File: config.mk
export PLATFORM = sky130hd
export DESIGN_NAME = mmc_gate_scheduler
export DESIGN_NICKNAME = d
export VERILOG_FILES = /design/src/rtl/mmc_pkg.sv /design/src/rtl/mmc_interval_timer.sv /design/src/rtl/mmc_gate_scheduler.sv
export SDC_FILE = /design/constraint.sdc
export NUM_CORES = 1
export LEC_CHECK = 0
export CAP_MARGIN = 20
export CORE_AREA = 2 2 90 114
export DETAILED_ROUTE_END_ITERATION = 8
export DIE_AREA = 0 0 92 116
export PLACE_DENSITY = 0.85
export SLEW_MARGIN = 5
export SYNTH_ARGS = -nofsm -noshare
export SYNTH_HDL_FRONTEND = slang
export SYNTH_HIERARCHICAL = 1
export SYNTH_SLANG_ARGS = --single-unit
File: constraint.sdc
create_clock -name clk -period 4.2 [get_ports clk]
set_input_delay 0.84 -clock clk [delete_from_list [all_inputs] [get_ports clk]]
set_output_delay 0.84 -clock clk [all_outputs]
set_load 0.005 [all_outputs]
File: src/rtl/mmc_pkg.sv
// Types and helpers shared by the MMC arm control blocks (sorter, gate scheduler).
package mmc_pkg;

  localparam int N_SM_DEF = 12;

  typedef enum logic [1:0] {ST_INIT, ST_IDLE, ST_BLANK, ST_DWELL} state_e;

  function automatic int unsigned popcount(input logic [63:0] v);
    int unsigned c;
    c = 0;
    for (int i = 0; i < 64; i++) c += 32'(v[i]);
    return c;
  endfunction

endpackage

File: src/rtl/mmc_interval_timer.sv
// Loadable down-counter; done_o is high on the last cycle of the loaded interval.
module mmc_interval_timer #(
  parameter int             W       = 8,
  parameter logic [W-1:0]   RST_VAL = '0
) (
  input  logic         clk,
  input  logic         rst_n,
  input  logic         load_i,
  input  logic [W-1:0] val_i,
  output logic         done_o
);

  logic [W-1:0] cnt_q;

  always_ff @(posedge clk or negedge rst_n) begin
    if (!rst_n)              cnt_q <= RST_VAL;
    else if (load_i)         cnt_q <= val_i;
    else if (cnt_q != '0)    cnt_q <= cnt_q - 1'b1;
  end

  assign done_o = (cnt_q == W'(1));

endmodule

File: src/rtl/mmc_gate_scheduler.sv
// Applies sorter insertion masks to half-bridge gates with per-submodule dead-time and dwell.
module mmc_gate_scheduler
  import mmc_pkg::*;
#(
  parameter int N_SM      = N_SM_DEF,
  parameter int DEAD_CYC  = 20,
  parameter int DWELL_CYC = 100,
  parameter int CNT_W     = 16,
  localparam int NW       = $clog2(N_SM + 1)
) (
  input  logic             clk,
  input  logic             rst_n,
  input  logic             mask_valid,
  input  logic [N_SM-1:0]  mask,
  input  logic [NW-1:0]    n_req,
  output logic             mask_ready,
  output logic [N_SM-1:0]  gate_up,
  output logic [N_SM-1:0]  gate_lo,
  output logic [N_SM-1:0]  inserted,
  output logic             busy,
  output logic [CNT_W-1:0] sw_events,
  output logic             pop_err
);

  localparam int TMAX = (DEAD_CYC > DWELL_CYC) ? DEAD_CYC : DWELL_CYC;
  localparam int TW   = (TMAX < 1) ? 1 : $clog2(TMAX + 1);

  state_e            state_q;
  logic [N_SM-1:0]   gate_up_q, gate_lo_q, ins_q, pend_q;
  logic [CNT_W-1:0]  sw_q;
  logic              err_q, rdy_q, busy_q, init_lo_q;

  logic              accept, tmr_done, tmr_load;
  logic [TW-1:0]     tmr_val;
  logic [N_SM-1:0]   chg;
  logic [NW-1:0]     chg_n, mask_n;
  logic [CNT_W:0]    sw_sum;

  assign accept = mask_valid & rdy_q;
  assign chg    = mask ^ ins_q;
  assign chg_n  = NW'(popcount(64'(chg)));
  assign mask_n = NW'(popcount(64'(mask)));
  assign sw_sum = {1'b0, sw_q} + (CNT_W + 1)'(chg_n);

  // One timer serves INIT and BLANK (dead-time) and DWELL; reset preloads the INIT interval.
  always_comb begin
    tmr_load = 1'b0;
    tmr_val  = TW'(DEAD_CYC);
    if (state_q == ST_IDLE && accept && chg != '0) begin
      tmr_load = 1'b1;
    end else if (state_q == ST_BLANK && tmr_done) begin
      tmr_load = 1'b1;
      tmr_val  = TW'(DWELL_CYC);
    end
  end

  mmc_interval_timer #(.W(TW), .RST_VAL(TW'(DEAD_CYC))) u_tmr (
    .clk    (clk),
    .rst_n  (rst_n),
    .load_i (tmr_load),
    .val_i  (tmr_val),
    .done_o (tmr_done)
  );

  always_ff @(posedge clk or negedge rst_n) begin
    if (!rst_n) begin
      state_q   <= ST_INIT;
      gate_up_q <= '0;
      gate_lo_q <= '0;
      ins_q     <= '0;
      pend_q    <= '0;
      sw_q      <= '0;
      err_q     <= 1'b0;
      rdy_q     <= 1'b0;
      busy_q    <= 1'b1;
      init_lo_q <= 1'b0;
    end else begin
      case (state_q)
        ST_INIT: begin
          // Bypass all submodules once the off interval ends, enter IDLE a cycle later.
          if (init_lo_q) begin
            state_q <= ST_IDLE;
            rdy_q   <= 1'b1;
            busy_q  <= 1'b0;
          end else if (tmr_done) begin
            gate_lo_q <= '1;
            init_lo_q <= 1'b1;
          end
        end
        ST_IDLE: begin
          if (accept) begin
            pend_q <= mask;
            if (mask_n != n_req) err_q <= 1'b1;
            if (chg != '0) begin
              gate_up_q <= gate_up_q & ~chg;
              gate_lo_q <= gate_lo_q & ~chg;
              sw_q      <= sw_sum[CNT_W] ? '1 : sw_sum[CNT_W-1:0];
              state_q   <= ST_BLANK;
              rdy_q     <= 1'b0;
              busy_q    <= 1'b1;
            end
          end
        end
        ST_BLANK: begin
          if (tmr_done) begin
            gate_up_q <= pend_q;
            gate_lo_q <= ~pend_q;
            ins_q     <= pend_q;
            if (DWELL_CYC == 0) begin
              state_q <= ST_IDLE;
              rdy_q   <= 1'b1;
              busy_q  <= 1'b0;
            end else begin
              state_q <= ST_DWELL;
            end
          end
        end
        ST_DWELL: begin
          if (tmr_done) begin
            state_q <= ST_IDLE;
            rdy_q   <= 1'b1;
            busy_q  <= 1'b0;
          end
        end
        default: state_q <= ST_INIT;
      endcase
    end
  end

  assign mask_ready = rdy_q;
  assign busy       = busy_q;
  assign gate_up    = gate_up_q;
  assign gate_lo    = gate_lo_q;
  assign inserted   = ins_q;
  assign sw_events  = sw_q;
  assign pop_err    = err_q;

endmodule

==> flow_metrics.tcl <==
set metrics [dict create \
    yosys_register_bits 77 \
    hold_viol 0 \
    netlist_area_mm2 0.00460 \
    postRouteAntennaNets 0 \
    worst_path_dominant_cell_family "adder cells" \
    rsz0062_at_grt "yes" \
    dp.cells 662 \
    postSynthCellCount 440 \
    wl_um 12500 \
    slew_headroom 0.280 \
    grt_pass1_vias 4094 \
    synth_area_leaders "dfrtp_1 (40%), fa_1 (6.5%), ha_1 (5.7%)" \
    place_hpwl_um 8640 \
    slowest_delay_ns 0.52 \
    grt_usage 0.244 \
    synth_edf_count 0 \
    rows 40 \
    slew_violations 0 \
    startpoint_type "input pin" \
    drc_errors 0 \
    setup_viol 16 \
    via_per_inst 5.67 \
    antenna_found_initial 0 \
    diodes 0 \
    worst-path-buf-inv 8 \
    port_buffers 73 \
    synth_top_area_share 0.403 \
    crit_path_top_delay_cell "fa_1" \
    nets 618 \
    finalClockSkew_ns 0.00728 \
    post_drt_wl_per_cell_um 18.1 \
    yosysSeqAreaShare 0.420 \
    async_reset_ff_frac 1.00 \
    yosysUniqueCellTypes 55 \
    power_density_mw_per_mm2 349 \
    cts_buffers 9 \
    synth_top_area_cell "dfrtp_1" \
    first_pass_iters 4 \
    cts_root_buffer "clkbuf_16" \
    start_util 0.484 \
    tightest_slew_ns 1.08 \
    cts_tree "done" \
    dieArea_mm2 0.0107 \
    routabilityCongestion 0.885 \
    drt_iter0_drc 218 \
    synth_area_per_cell_um2 10.5 \
    io_pins 74 \
    vias 3931 \
    cts_hold_buf 0 \
    fillers 667 \
    finalCritPeriodShare 1.15 \
    cap_violations 0 \
    status "complete, but fails checks" \
    final-instance-count-excl-fill 693 \
    core_mm2 0.00951 \
    clk_path_buf_depth 2 \
    hold_class "register to register" \
    grt_pass1_wl_um 20000 \
    required_ns 4.47 \
    cp_cell_sequence "buf_8 > xnor2_4 > inv_2 > fa_1 > fa_1 > inv_2 > fa_1 > inv_2 > fa_1 > inv_1 > fa_2 > inv_2 > fa_2 > a21oi_4 > o21ai_2 > nand2_2 > buf_6 > nor3_4 > buf_4 > nor3_2 > nor2_1" \
    setup_tns_ns -9.00 \
    areaGrowthSynthToFinish_pct 37.6 \
    synth.yosys.warnings 6 \
    drive_gt1_frac 0.291 \
    grt_remaining_overflow 0 \
    max_freq_mhz 208 \
    ctsHtreeMaxLevel 3 \
    period_needed_ns 4.81 \
    arrival_ns 5.08 \
    ff_latch_area_mm2 0.00193 \
    ir_drop_mv 0.304 \
    leakagePower_nw 2.95 \
    path_clk_slew_ns 0.06 \
    crit_type "input pin to register" \
    multi_input_area_mm2 0.00267 \
    setup_ws_ns -0.612 \
    clkSinkCount 77 \
    synth_common_cells "dfrtp_1 (74), nand2_1 (39), inv_1 (35), nor2_1 (30), o21ai_0 (26)" \
    violations "setup timing" \
    grt_max_degree 78 \
    fp.dieW_um 92 \
    cp-end-kind "register" \
    synth_most_common_cell "dfrtp_1" \
    crit_fanout 3 \
    clk_latency_ns 0.34 \
    synth_ff_type "dfrtp_1" \
    die_h_um 116 \
]
sequential cells by signal, summed over array words and instances, names as in the netlist:
signal,cells
sw_events,16
gate_lo,12
gate_up,12
inserted,12
pend_q,12
u_tmr/cnt_q,7
state_q,2
busy,1
init_lo_q,1
mask_ready,1
pop_err,1
per-stage QoR:
stage	util	instance area (um2)	power (mW)	hold slack (ns)	setup slack, ns
2_1_floorplan	-	4670	1.16	0.428	-0.523
3_3_place_gp	0.604	5740	1.28	0.438	-1.20
3_5_place_dp	0.604	5740	1.33	0.446	-1.41
4_1_cts	0.652	6200	2.17	0.464	-0.498
5_1_grt	0.666	6330	2.32	0.492	-0.725
6_report	0.666	6330	2.21	0.459	-0.612
cell families after synthesis:
kind of cell | synth area share
AO/OA/AOI/OAI | 0.162
XOR/XNOR | 0.0612
adder cells (fa/ha/maj) | 0.122
buffers and inverters | 0.0511
flip-flops | 0.420
multiplexers | 0.0585
other | 0.00163
AND/OR/NAND/NOR | 0.124
worst register-to-register path, cell delays in order, from the launching register on:
cell and delay (ns):
dfrtp_1 0.43, xnor2_4 0.17, inv_2 0.06, fa_1 0.52
fa_1 0.52, inv_2 0.04, fa_1 0.49, inv_2 0.04
fa_1 0.48, inv_1 0.05, fa_2 0.35, inv_2 0.07
fa_2 0.23, a21oi_4 0.07, o21ai_2 0.17, nand2_2 0.11
buf_6 0.13, nor3_4 0.32, buf_4 0.18, nor3_2 0.03
nor2_1 0.09
cells in the final DEF, fill, tap and decap left out, types with 5 or more instances in the layout:
cell type / netlist / layout
dfrtp_1: 74 / 74
clkdlybuf4s50_1: 0 / 62
buf_4: 1 / 52
nand2_1: 39 / 32
nor2_1: 30 / 29
inv_1: 35 / 28
o21ai_0: 26 / 25
mux2_2: 22 / 21
ha_1: 21 / 20
a22o_1: 16 / 16
a21oi_1: 17 / 15
a21o_1: 15 / 15
xnor2_1: 17 / 13
fa_1: 15 / 12
clkbuf_16: 0 / 9
inv_2: 0 / 7
xnor2_2: 6 / 6
nand2_2: 0 / 6
o31ai_1: 6 / 6
buf_6: 4 / 6
nor2b_1: 5 / 5
nand3_1: 8 / 5
power breakdown:
| part | internal (mW) | total (mW) | switching (mW) |
|---|---|---|---|
| clock network | 0.490 | 0.794 | 0.304 |
| registers | 0.785 | 0.826 | 0.0412 |
| logic | 0.294 | 0.587 | 0.293 |
| total | 1.57 | 2.21 | 0.638 |
what timing repair did:
item | CTS | global route
pin swaps | 29 | 21
setup buffers | 11 | 5
endpoints found under the setup margin | 17 | 17
hold endpoints to repair | 0 | 0
gates resized for setup | 57 | 36
final cells by class:
cell class	count	area share
Timing Repair Buffer	127	0.179
Multi-Input combinational cell	312	0.422
Clock inverter	3	0.00692
Sequential cell	77	0.305
Inverter	36	0.0214
Clock buffer	12	0.0405
Tap cell	126	0.0249
worst paths after layout:
| check | endpoint | depth (start not counted) | startpoint | slack, ns |
|---|---|---|---|---|
| max | sw_events[1] | 21 | mask[8] | -0.61 |
| min | pop_err | 1 | pop_err | 0.46 |
| max reg2reg | sw_events[1] | 20 | inserted[8] | -0.45 |
| min reg2reg | pop_err | 1 | pop_err | 0.46 |
| max in group asynchronous | state_q[1] | 1 | rst_n | 2.93 |
| min in group asynchronous | sw_events[12] | 1 | rst_n | 0.66 |
routing by layer:
layer / GRT usage / routed length (um) / up-vias
li1: - / - / 1769
met1: 0.275 / 4620 / 1918
met2: 0.429 / 6530 / 194
met3: 0.0468 / 755 / 50
met4: 0.150 / 641 / 0
met5: 0 / 0 / -
Power figures use the tool's default switching activity.
